[src/rtl/fp_cmp_minmax_d_if.sv]
// Handshake bus for the double-precision compare/min/max unit.
// The issue side drives through master; the unit sits on slave.
interface fp_cmp_minmax_d_if;
    logic        in_valid;
    logic        in_ready;
    logic [63:0] in_a;
    logic [63:0] in_b;
    logic [2:0]  in_op;
    logic        out_valid;
    logic        out_ready;
    logic [63:0] out_result;
    logic [4:0]  out_fflags;

    modport slave (
        input  in_valid,
        input  in_a,
        input  in_b,
        input  in_op,
        input  out_ready,
        output in_ready,
        output out_valid,
        output out_result,
        output out_fflags
    );

    modport master (
        output in_valid,
        output in_a,
        output in_b,
        output in_op,
        output out_ready,
        input  in_ready,
        input  out_valid,
        input  out_result,
        input  out_fflags
    );
endinterface

[src/rtl/fp_cmp_minmax_d.sv]
// Two-stage FEQ/FLT/FLE/FMIN/FMAX unit for binary64 operands.
// Zero/NaN/sNaN decisions come from the fp_class_d flag vectors of each operand.

// FCLASS-style classifier: one-hot {qNaN,sNaN,+inf,+norm,+sub,+0,-0,-sub,-norm,-inf}.
module fp_class_d (
    input  logic [63:0] i_x,
    output logic [9:0]  o_flags
);
    logic w_sign;
    logic w_exp_ones;
    logic w_exp_zero;
    logic w_man_zero;
    logic w_normal;

    assign w_sign     = i_x[63];
    assign w_exp_ones = &i_x[62:52];
    assign w_exp_zero = ~|i_x[62:52];
    assign w_man_zero = ~|i_x[51:0];
    assign w_normal   = !w_exp_ones && !w_exp_zero;

    assign o_flags[0] =  w_sign && w_exp_ones && w_man_zero;
    assign o_flags[1] =  w_sign && w_normal;
    assign o_flags[2] =  w_sign && w_exp_zero && !w_man_zero;
    assign o_flags[3] =  w_sign && w_exp_zero && w_man_zero;
    assign o_flags[4] = !w_sign && w_exp_zero && w_man_zero;
    assign o_flags[5] = !w_sign && w_exp_zero && !w_man_zero;
    assign o_flags[6] = !w_sign && w_normal;
    assign o_flags[7] = !w_sign && w_exp_ones && w_man_zero;
    assign o_flags[8] =  w_exp_ones && !w_man_zero && !i_x[51];
    assign o_flags[9] =  w_exp_ones && i_x[51];
endmodule

module fp_cmp_minmax_d #(
    parameter logic [63:0] CANON_NAN = 64'h7FF8000000000000
) (
    input  logic               clk,
    input  logic               rst,
    fp_cmp_minmax_d_if.slave   bus
);
    localparam logic [2:0] OP_FEQ  = 3'd0;
    localparam logic [2:0] OP_FLT  = 3'd1;
    localparam logic [2:0] OP_FLE  = 3'd2;
    localparam logic [2:0] OP_FMIN = 3'd3;
    localparam logic [2:0] OP_FMAX = 3'd4;

    logic [63:0] w_in_opnd [2];
    logic [9:0]  w_in_cls  [2];

    assign w_in_opnd[0] = bus.in_a;
    assign w_in_opnd[1] = bus.in_b;

    generate
        for (genvar gi = 0; gi < 2; gi++) begin : g_cls
            fp_class_d u_cls (
                .i_x     (w_in_opnd[gi]),
                .o_flags (w_in_cls[gi])
            );
        end
    endgenerate

    logic        r_s1_valid;
    logic [63:0] r_s1_a;
    logic [63:0] r_s1_b;
    logic [2:0]  r_s1_op;
    logic [9:0]  r_s1_cls_a;
    logic [9:0]  r_s1_cls_b;
    logic        r_s2_valid;
    logic [63:0] r_out_result;
    logic [4:0]  r_out_fflags;

    logic w_s2_free;
    logic w_s1_adv;
    logic w_in_ready;
    logic w_in_fire;

    // Ready looks only at pipeline occupancy and out_ready, never at in_valid.
    assign w_s2_free  = !r_s2_valid || bus.out_ready;
    assign w_s1_adv   = r_s1_valid && w_s2_free;
    assign w_in_ready = !r_s1_valid || w_s2_free;
    assign w_in_fire  = bus.in_valid && w_in_ready;

    // Class-derived predicates for the operands held in S1.
    logic w_a_nan;
    logic w_b_nan;
    logic w_any_nan;
    logic w_both_nan;
    logic w_any_snan;
    logic w_both_zero;
    logic w_sign_a;
    logic w_sign_b;
    logic w_mag_lt;
    logic w_mag_gt;
    logic w_lt;
    logic w_eq;
    logic w_min_sel_a;
    logic w_max_sel_a;
    logic w_unused_cls;

    assign w_a_nan     = r_s1_cls_a[8] || r_s1_cls_a[9];
    assign w_b_nan     = r_s1_cls_b[8] || r_s1_cls_b[9];
    assign w_any_nan   = w_a_nan || w_b_nan;
    assign w_both_nan  = w_a_nan && w_b_nan;
    assign w_any_snan  = r_s1_cls_a[8] || r_s1_cls_b[8];
    assign w_both_zero = (r_s1_cls_a[3] || r_s1_cls_a[4]) && (r_s1_cls_b[3] || r_s1_cls_b[4]);
    assign w_sign_a    = r_s1_a[63];
    assign w_sign_b    = r_s1_b[63];
    assign w_mag_lt    = r_s1_a[62:0] < r_s1_b[62:0];
    assign w_mag_gt    = r_s1_a[62:0] > r_s1_b[62:0];
    assign w_unused_cls = ^{r_s1_cls_a[7:5], r_s1_cls_a[2:0], r_s1_cls_b[7:5], r_s1_cls_b[2:0]};

    always_comb begin
        w_lt = 1'b0;
        if (w_both_zero)
            w_lt = 1'b0;
        else if (w_sign_a != w_sign_b)
            w_lt = w_sign_a;
        else if (!w_sign_a)
            w_lt = w_mag_lt;
        else
            w_lt = w_mag_gt;
    end

    assign w_eq = w_both_zero || (r_s1_a == r_s1_b);

    // Mixed-sign zeros compare equal but still pick -0 for min and +0 for max.
    assign w_min_sel_a = w_both_zero ? w_sign_a  : (w_lt || w_eq);
    assign w_max_sel_a = w_both_zero ? !w_sign_a : !w_lt;

    logic [63:0] w_result;
    logic        w_nv;

    always_comb begin
        w_result = 64'd0;
        w_nv     = 1'b0;
        case (r_s1_op)
            OP_FEQ: begin
                w_result = {63'd0, !w_any_nan && w_eq};
                w_nv     = w_any_snan;
            end
            OP_FLT: begin
                w_result = {63'd0, !w_any_nan && w_lt};
                w_nv     = w_any_nan;
            end
            OP_FLE: begin
                w_result = {63'd0, !w_any_nan && (w_lt || w_eq)};
                w_nv     = w_any_nan;
            end
            OP_FMIN, OP_FMAX: begin
                if (w_both_nan)
                    w_result = CANON_NAN;
                else if (w_a_nan)
                    w_result = r_s1_b;
                else if (w_b_nan)
                    w_result = r_s1_a;
                else if (r_s1_op == OP_FMIN)
                    w_result = w_min_sel_a ? r_s1_a : r_s1_b;
                else
                    w_result = w_max_sel_a ? r_s1_a : r_s1_b;
                w_nv = w_any_snan;
            end
            default: begin
                w_result = 64'd0;
                w_nv     = 1'b0;
            end
        endcase
    end

    always_ff @(posedge clk) begin
        if (rst) begin
            r_s1_valid   <= 1'b0;
            r_s2_valid   <= 1'b0;
            r_out_result <= 64'd0;
            r_out_fflags <= 5'd0;
        end else begin
            if (w_in_fire) begin
                r_s1_a     <= bus.in_a;
                r_s1_b     <= bus.in_b;
                r_s1_op    <= bus.in_op;
                r_s1_cls_a <= w_in_cls[0];
                r_s1_cls_b <= w_in_cls[1];
                r_s1_valid <= 1'b1;
            end else if (w_s1_adv) begin
                r_s1_valid <= 1'b0;
            end

            if (w_s1_adv) begin
                r_s2_valid   <= 1'b1;
                r_out_result <= w_result;
                r_out_fflags <= {w_nv, 4'b0000};
            end else if (bus.out_ready) begin
                r_s2_valid <= 1'b0;
            end
        end
    end

    assign bus.in_ready   = w_in_ready;
    assign bus.out_valid  = r_s2_valid;
    assign bus.out_result = r_out_result;
    assign bus.out_fflags = r_out_fflags;
endmodule

[src/flat_wrapper.sv]
// flat-port wrapper written by rule: the top's interface ports become plain ports
module fp_cmp_minmax_d_flat 
#(
    parameter logic [63:0] CANON_NAN = 64'h7FF8000000000000
)
  (clk, rst, bus_in_valid, bus_in_a, bus_in_b, bus_in_op, bus_out_ready, bus_in_ready, bus_out_valid, bus_out_result, bus_out_fflags);
  fp_cmp_minmax_d_if bus_i ();
  input  logic clk;
  input  logic rst;
  input wire logic [$bits(bus_i.in_valid)-1:0] bus_in_valid;
  input wire logic [$bits(bus_i.in_a)-1:0] bus_in_a;
  input wire logic [$bits(bus_i.in_b)-1:0] bus_in_b;
  input wire logic [$bits(bus_i.in_op)-1:0] bus_in_op;
  input wire logic [$bits(bus_i.out_ready)-1:0] bus_out_ready;
  output wire logic [$bits(bus_i.in_ready)-1:0] bus_in_ready;
  output wire logic [$bits(bus_i.out_valid)-1:0] bus_out_valid;
  output wire logic [$bits(bus_i.out_result)-1:0] bus_out_result;
  output wire logic [$bits(bus_i.out_fflags)-1:0] bus_out_fflags;
  assign bus_i.in_valid = bus_in_valid;
  assign bus_i.in_a = bus_in_a;
  assign bus_i.in_b = bus_in_b;
  assign bus_i.in_op = bus_in_op;
  assign bus_i.out_ready = bus_out_ready;
  assign bus_in_ready = bus_i.in_ready;
  assign bus_out_valid = bus_i.out_valid;
  assign bus_out_result = bus_i.out_result;
  assign bus_out_fflags = bus_i.out_fflags;
  fp_cmp_minmax_d #(.CANON_NAN(CANON_NAN)) u_core (.clk(clk), .rst(rst), .bus(bus_i));
endmodule
[config.mk]
export PLATFORM = sky130hd
export DESIGN_NAME = fp_cmp_minmax_d_flat
export DESIGN_NICKNAME = d
export VERILOG_FILES = /design/src/rtl/fp_cmp_minmax_d_if.sv /design/src/rtl/fp_cmp_minmax_d.sv /design/src/flat_wrapper.sv
export SDC_FILE = /design/constraint.sdc
export NUM_CORES = 1
export LEC_CHECK = 0
export CAP_MARGIN = 20
export CELL_PAD_IN_SITES_DETAIL_PLACEMENT = 0
export CELL_PAD_IN_SITES_GLOBAL_PLACEMENT = 1
export CORE_ASPECT_RATIO = 0.7
export CORE_UTILIZATION = 43
export DETAILED_ROUTE_END_ITERATION = 10
export GPL_TIMING_DRIVEN = 1
export PLACE_DENSITY_LB_ADDON = 0.15
export RECOVER_POWER = 50
export REMOVE_ABC_BUFFERS = 1
export SLEW_MARGIN = 20
export SYNTH_ARGS = -nofsm -noshare
export SYNTH_HDL_FRONTEND = slang
export SYNTH_SLANG_ARGS = --single-unit
[constraint.sdc]
create_clock -name clk -period 10.2 [get_ports clk]
set_input_delay 2.04 -clock clk [delete_from_list [all_inputs] [get_ports clk]]
set_output_delay 2.04 -clock clk [all_outputs]
set_load 0.05 [all_outputs]
==> summary.txt, run 1 <==
Status
  • Status: complete, but fails checks
  • Failing checks: max-capacitance violations, max-slew violations

Route
  • Drc violations: 0
  • Metal3 WL: 2060 um
  • DR WL met2: 11000 um
  • Final wirelength: 26400 um
  • Top Metal Used: met4
  • Vias: 7266
  • Post-DRT Antenna Nets: 0
  • Iter 0 DRT Violations: 562
  • DRT met1 WL: 12900 um
  • Pre-antenna DRT Iters: 5
  • Vias per inst: 5.49
  • WL per Instance: 20.0 um

STA
  • RSZ-0062 raised after global routing: false
  • Fin. max-slew vios: 71
  • Skew final: 0.0121 ns
  • Final hold violations: 0
  • Rel. slew slack: -157%
  • Slew @ Worst Pin: 3.85 ns
  • Final WS setup: 3.44 ns
  • Minimum clock period: 6.76 ns
  • Final setup vio count: 0
  • Fin Setup TNS: 0 ns
  • Final worst-path cycle share: 66.3%
  • Max Fclk: 148 MHz

Hold path
  • Worst hold path startpoint: u_core.bus.out_result[55]
  • Worst hold path class: reg -> reg
  • Hold endpoint: u_core.bus.out_result[55]
  • Hold Path Depth: 2

Critical path
  • Worst R2R Start: u_core.bus.out_valid
  • Worst R2R End: u_core.r_s1_a[13]
  • WP data arrival: 6.89 ns
  • Data required time at the worst endpoint: 10.33 ns
  • Slowest cell on crit path: clkbuf_1
  • R2r setup slk: 5.24 ns
  • Setup Crit Path Kind: in -> reg
  • CP top delay family: buffers and inverters
  • Crit Path Max Fanout: 70
  • CP Launch Type: input pin
  • CP Capture Type: flop
  • CP max stage delay: 2.68 ns
  • FF-to-FF path depth: 5
  • Critical path buffers and inverters: 3
  • Worst-path cell chain: dlygate4sd3_1 -> and3b_4 -> clkbuf_1 -> buf_4

Die
  • Chip height: 125 um
  • Starting Density: 44.3%
  • Die footprint: 0.0221 sq mm
  • Cell row count: 44
  • I/O pins: 206
  • Core Area: 0.0209 sq mm
  • Chip width: 177 um

Finish
  • Area grow syn2layout: 33.0%
  • Multi-input gate area: 0.00338 sq mm
  • Register area: 0.00552 sq mm
  • Post-Layout Cell Count: 1323
  • Fin nets: 1230
  • FILL cells: 1787
  • Share of cells above drive strength 1: 5.45%

Clocking
  • Sink Count: 206
  • Clock Pin Slew Worst Setup and Hold Paths: 0.06 ns
  • Htree depth: 1
  • Post-CTS resize count: 0
  • Post-CTS Setup Bufs: 0
  • Clock latency on the worst-skew pair: 0.51 ns
  • CTS Root Cell: clkbuf_16
  • Hold_buf cts: 0
  • CTS Buffer Depth: 3
  • CTS buffer count: 22
  • CTS tree: built

Power
  • Power per cell area: 161 mW/mm^2
  • Static Leak: 4.69 nW
  • Int Power: 1.51 mW
  • Sequential Power Share: 47.7%
  • Gate power share: 10.3%
  • Peak supply drop: 0.103 mV
  • Power share of the clock group: 42.0%
  • Net Switching: 0.468 mW
  • Switching part of the total: 23.7%

Synth
  • Register bit total from synthesis: 206
  • YS warnings: 0
  • Sequential fraction of the synthesis area: 59.5%
  • Synth top area share: 45.1%
  • Cell taking the most area after synthesis: edfxtp_1
  • Ys flop type: edfxtp_1
  • Cells after synthesis: 826
  • Async S/R FF share, synth: 0%
  • Number of synthesized flops with an enable pin: 139
  • Synth top area cells: edfxtp_1 45%, dfxtp_1 14%, ha_1 8.6%
  • Most frequent cell after synthesis: edfxtp_1
  • Synth top cells by count: 139 x edfxtp_1, 79 x nor2_1, 76 x nand2_1
  • Syn Area/Cell: 11.2 sq um
  • Mapped Area: 0.00926 sq mm
  • Yosys cell types: 53

Global route
  • First-pass GRT wire length: 40300 um
  • Vias in the first global route: 7102
  • GR Overflow Total: 0
  • GRT Total Usage: 23.9%
  • Largest net degree at the start of global routing: 71
  • Initial antenna violation count: 1

Place
  • GPL Wtd Cong: 0.848
  • Placement Setup Slack: 4.70 ns
  • Post-DP HPWL: 18500 um
  • Placed cells: 1283
  • IO buf count: 201

Flow run
  • Max Cap Violations: 1
-- through the flow --
stage	util, %	instance area, sq um	hold WS (ns)	power [mW]
after global placement	55.3	11600	0.437	1.17
after CTS	58.9	12300	0.445	2.00
final	58.9	12300	0.441	1.98
after detailed placement	55.3	11600	0.433	1.17
after global routing	58.9	12300	0.467	2.04
after floorplan	-	9120	0.474	1.06
-- kinds of logic after synthesis --
group	count (synthesis)	synth area share [%]
AO/OA/AOI/OAI	188	13.5
adder cells (fa/ha/maj)	64	8.64
buffers and inverters	99	4.40
flip-flops	206	59.5
other	1	0.0405
AND/OR/NAND/NOR	268	13.9
-- registers in the layout, indices dropped and copies added (netlist names) --
name and cells:
u_core.r_s1_valid 1, u_core.r_s1_cls_b 4, u_core.r_s1_op 3, u_core.r_s1_cls_a 4, u_core.r_s1_a 64, u_core.bus.out_valid 1, u_core.r_s1_b 64, u_core.bus.out_fflags 1
u_core.bus.out_result 64
-- layout make-up --
class / instances / share of cell area [%]
Antenna cell: 1 / 0.0203
Sequential cell: 206 / 44.8
Timing Repair Buffer: 209 / 16.8
Clock inverter: 9 / 1.08
Inverter: 68 / 2.07
Clock buffer: 30 / 5.04
Multi-Input combinational cell: 524 / 27.4
Tap cell: 276 / 2.80
-- worst max path at each step --
stage | from | end | slack (ns) | cells after the start
final | rst | u_core.r_s1_a[13] | 3.44 | 4
after global routing | rst | u_core.r_s1_a[17] | 3.07 | 4
after CTS | bus_out_ready | bus_in_ready | 4.70 | 4
after detailed placement | bus_out_ready | bus_in_ready | 4.70 | 4
after global placement | bus_out_ready | bus_in_ready | 4.70 | 4
after floorplan | bus_out_ready | u_core.r_s1_a[0] | 3.88 | 3
-- layout by cell type (no fill, tap or decap), types with 5 or more instances in the layout --
cell,count
dlygate4sd3_1,134
inv_1,68
ha_1,64
clkbuf_16,22
clkbuf_1,5
a221o_1,15
nand2_1,76
nor2_1,78
dfxtp_1,67
o221ai_1,6
o21ai_0,15
buf_4,7
and2_1,10
nor3_1,8
a211oi_1,5
a21oi_1,74
nand4_1,23
clkdlybuf4s50_1,67
nand3_1,12
o31ai_1,42
nor4_1,36
edfxtp_1,139
or2_2,5
-- power by group through the flow --
stage / Clock [mW] / Sequential [mW] / Combinational [mW]
3_3_place_gp: 0 / 0.959 / 0.212
3_5_place_dp: 0 / 0.959 / 0.212
6_report: 0.831 / 0.943 / 0.203
5_1_grt: 0.872 / 0.946 / 0.223
2_1_floorplan: 0 / 0.976 / 0.0825
4_1_cts: 0.842 / 0.942 / 0.214
-- worst min-delay path, cell delays in order (launching register included) --
cell and delay, ns:
dfxtp_1 0.31, nand2_1 0.05, nand2_1 0.04
-- layer usage --
| metal | vias up | GRT usage, % |
|---|---|---|
| li1 | 3492 | - |
| met1 | 3439 | 36.6 |
| met2 | 305 | 34.8 |
| met3 | 30 | 4.24 |
| met4 | 0 | 5.13 |
| met5 | - | 0 |
Power figures use the tool's default switching activity.
==> inputs of run 2 (changes only) <==
--- a/config.mk
+++ b/config.mk
@@ -9,7 +9,7 @@
 export CELL_PAD_IN_SITES_DETAIL_PLACEMENT = 0
 export CELL_PAD_IN_SITES_GLOBAL_PLACEMENT = 1
 export CORE_ASPECT_RATIO = 0.7
-export CORE_UTILIZATION = 43
+export CORE_UTILIZATION = 40
 export DETAILED_ROUTE_END_ITERATION = 10
 export GPL_TIMING_DRIVEN = 1
 export PLACE_DENSITY_LB_ADDON = 0.15
==> constraint.sdc (replaced) <==
create_clock -name clk -period 6.6 [get_ports clk]
set_input_delay 1.32 -clock clk [delete_from_list [all_inputs] [get_ports clk]]
set_output_delay 1.32 -clock clk [all_outputs]
set_load 0.05 [all_outputs]
==> run 2 against run 1 <==
Net effect:
- the flow still finishes with violations (max-capacitance violations, max-slew violations)
- highest routed layer unchanged
- critical path type unchanged
- critical path depth decreased by 1
- sequential power rose by 55%
- sequential cell count unchanged
- utilization decreased by 4.5 points
- sequential share of layout area is essentially flat
- clock skew increased by 0.013 ns
- count of clock-buffer cells in the layout is 3 higher
- largest power group unchanged
==> summary.txt, run 2 (synthesized netlist as in run 1, its figures left out) <==
Power
  • Power per cell area: 242 mW/mm^2 (+51%)
  • Static Leak: 4.67 nW (-0.55%)
  • Peak supply drop: 0.199 mV (+93%)

Hold path
  • Worst hold path class: reg -> reg

Global route
  • Vias in the first global route: 6955 (-2.1%)
  • Initial antenna violation count: 0 (-1)
  • GR Overflow Total: 0 (unchanged)
  • GRT Total Usage: 22.7% (-1.1 points)
  • Largest net degree at the start of global routing: 140 (+97%)
  • First-pass GRT wire length: 40600 um (+0.53%)

Critical path
  • Worst R2R End: u_core.bus.out_result[62]
  • Slowest cell on crit path: clkbuf_2
  • Data required time at the worst endpoint: 6.63 ns (-3.70 ns)
  • CP top delay family: buffers and inverters
  • Critical path buffers and inverters: 2 (-1)
  • CP Capture Type: flop
  • Setup Crit Path Kind: in -> reg
  • CP endpoint: u_core.r_s1_op[1]
  • CP Launch Type: input pin
  • Crit path depth: 3 (-1)
  • R2r setup slk: 2.68 ns (-2.56 ns)
  • WP data arrival: 4.98 ns (-1.91 ns)
  • CP max stage delay: 2.34 ns (-0.34 ns)
  • Crit Path Max Fanout: 139 (+99%)
  • Worst-path cell chain: dlygate4sd3_1 -> and3b_4 -> clkbuf_2
  • FF-to-FF path depth: 11 (+6)
  • Worst Setup SP: rst
  • Worst R2R Start: u_core.r_s1_a[62]

Route
  • Drc violations: 0 (unchanged)
  • Post-DRT Antenna Nets: 0 (unchanged)
  • Vias per inst: 5.36 (-2.4%)
  • Final wirelength: 27000 um (+2.2%)
  • Iter 0 DRT Violations: 568 (+1.1%)
  • WL per Instance: 19.9 um (-0.47%)
  • Vias: 7285 (+0.26%)
  • Pre-antenna DRT Iters: 5 (unchanged)

Clocking
  • Post-CTS Setup Bufs: 0 (unchanged)
  • Clock latency on the worst-skew pair: 0.52 ns (about the same)
  • Sink Count: 206 (unchanged)
  • CTS buffer count: 22 (unchanged)
  • Post-CTS resize count: 0 (unchanged)
  • CTS tree: built
  • CTS Buffer Depth: 3 (unchanged)
  • Hold_buf cts: 0 (unchanged)
  • Clock Pin Slew Worst Setup and Hold Paths: 0.06 ns (about the same)
  • Htree depth: 1 (unchanged)
  • CTS Root Cell: clkbuf_16

Place
  • Post-DP HPWL: 19400 um (+4.6%)
  • Placement Setup Slack: 2.31 ns (-2.39 ns)
  • GPL Wtd Cong: 0.866 (+2.1%)
  • IO buf count: 201 (unchanged)

Die
  • Chip width: 184 um (+3.6%)
  • Chip height: 129 um (+3.6%)
  • Die footprint: 0.0238 sq mm (+7.4%)
  • Core Area: 0.0227 sq mm (+8.4%)
  • I/O pins: 206 (unchanged)
  • Starting Density: 40.9% (-3.4 points)
  • Cell row count: 46 (+4.5%)

STA
  • Minimum clock period: 4.95 ns
  • Fin Setup TNS: 0 ns (unchanged)
  • Final setup vio count: 0 (unchanged)
  • Final worst-path cycle share: 75.1%
  • Skew final: 0.0249 ns (+0.0128 ns)
  • Slew @ Worst Pin: 3.57 ns (-0.279 ns)
  • Rel. slew slack: -138% (+19 points)
  • Fin. max-slew vios: 140 (+97%)
  • Final WS setup: 1.65 ns (-1.79 ns)
  • RSZ-0062 raised after global routing: false
  • Final hold violations: 0 (unchanged)
  • Max Fclk: 202 MHz

Finish
  • Share of cells above drive strength 1: 5.16% (-0.29 points)
  • Commonest non-fill, non-tap cell in the layout: edfxtp_1
  • Area grow syn2layout: 33.0% (about the same)
  • Most frequent cells in the layout: 139 x edfxtp_1, 133 x dlygate4sd3_1, 78 x nor2_1, 76 x nand2_1, 74 x a21oi_1
  • FILL cells: 1985 (+11%)
  • Fin nets: 1230 (unchanged)

Flow run
  • Max Cap Violations: 1 (unchanged)

Status
  • Failing checks: max-capacitance violations, max-slew violations
  • Status: complete, but fails checks
-- run 2: cell type report --
type                       instances  area (sq um)  area share, %
clock buffer                      33           622           5.05
tap                              312           390           3.17
inverter                          68           255           2.07
sequential                       206          5520           44.8
multi-input combinational        524          3380           27.4
timing repair buffer             209          2090           17.0
antenna                            1          2.50         0.0203
clock inverter                     6          70.1          0.569
-- run 2: stage by stage --
step,total power [mW],std cells,hold WS [ns],util [%],cell area [sq um]
global placement,1.81,1318,0.433,51.2,11600
global route,3.08,1358,0.470,54.3,12300
finish,2.98,1359,0.441,54.3,12300
detailed placement,1.81,1318,0.437,51.2,11600
CTS,3.01,1357,0.447,54.3,12300
floorplan,1.64,798,0.474,-,9120
-- run 2: how the worst min path moves through the flow --
stage | end | cells past startpoint | slack (ns) | from
6_report | u_core.bus.out_result[59] | 2 | 0.44 | u_core.bus.out_result[59]
4_1_cts | u_core.bus.out_result[57] | 2 | 0.45 | u_core.bus.out_result[57]
3_3_place_gp | u_core.bus.out_result[52] | 2 | 0.43 | u_core.bus.out_result[52]
5_1_grt | u_core.bus.out_result[16] | 2 | 0.47 | u_core.bus.out_result[16]
3_5_place_dp | u_core.bus.out_result[59] | 2 | 0.44 | u_core.bus.out_result[59]
2_1_floorplan | u_core.bus.out_result[51] | 1 | 0.47 | u_core.r_s1_b[51]
-- run 2: where the power goes --
part	leakage [nW]	switching, mW	internal [mW]	total [mW]
Clock	0.336	0.507	0.693	1.20
Combinational	2.47	0.190	0.126	0.316
Sequential	1.86	0.0284	1.43	1.46
-- run 2: layer usage --
layer	routed length [um]	global-route usage, %
met5	0	0
met1	13700	35.7
met4	549	5.78
met2	10400	31.3
met3	2330	4.72
-- run 2: worst min-delay path, cell delays in order (launching register included) --
cell and delay, ns:
dfxtp_1 0.31, nand2_1 0.05, nand2_1 0.04
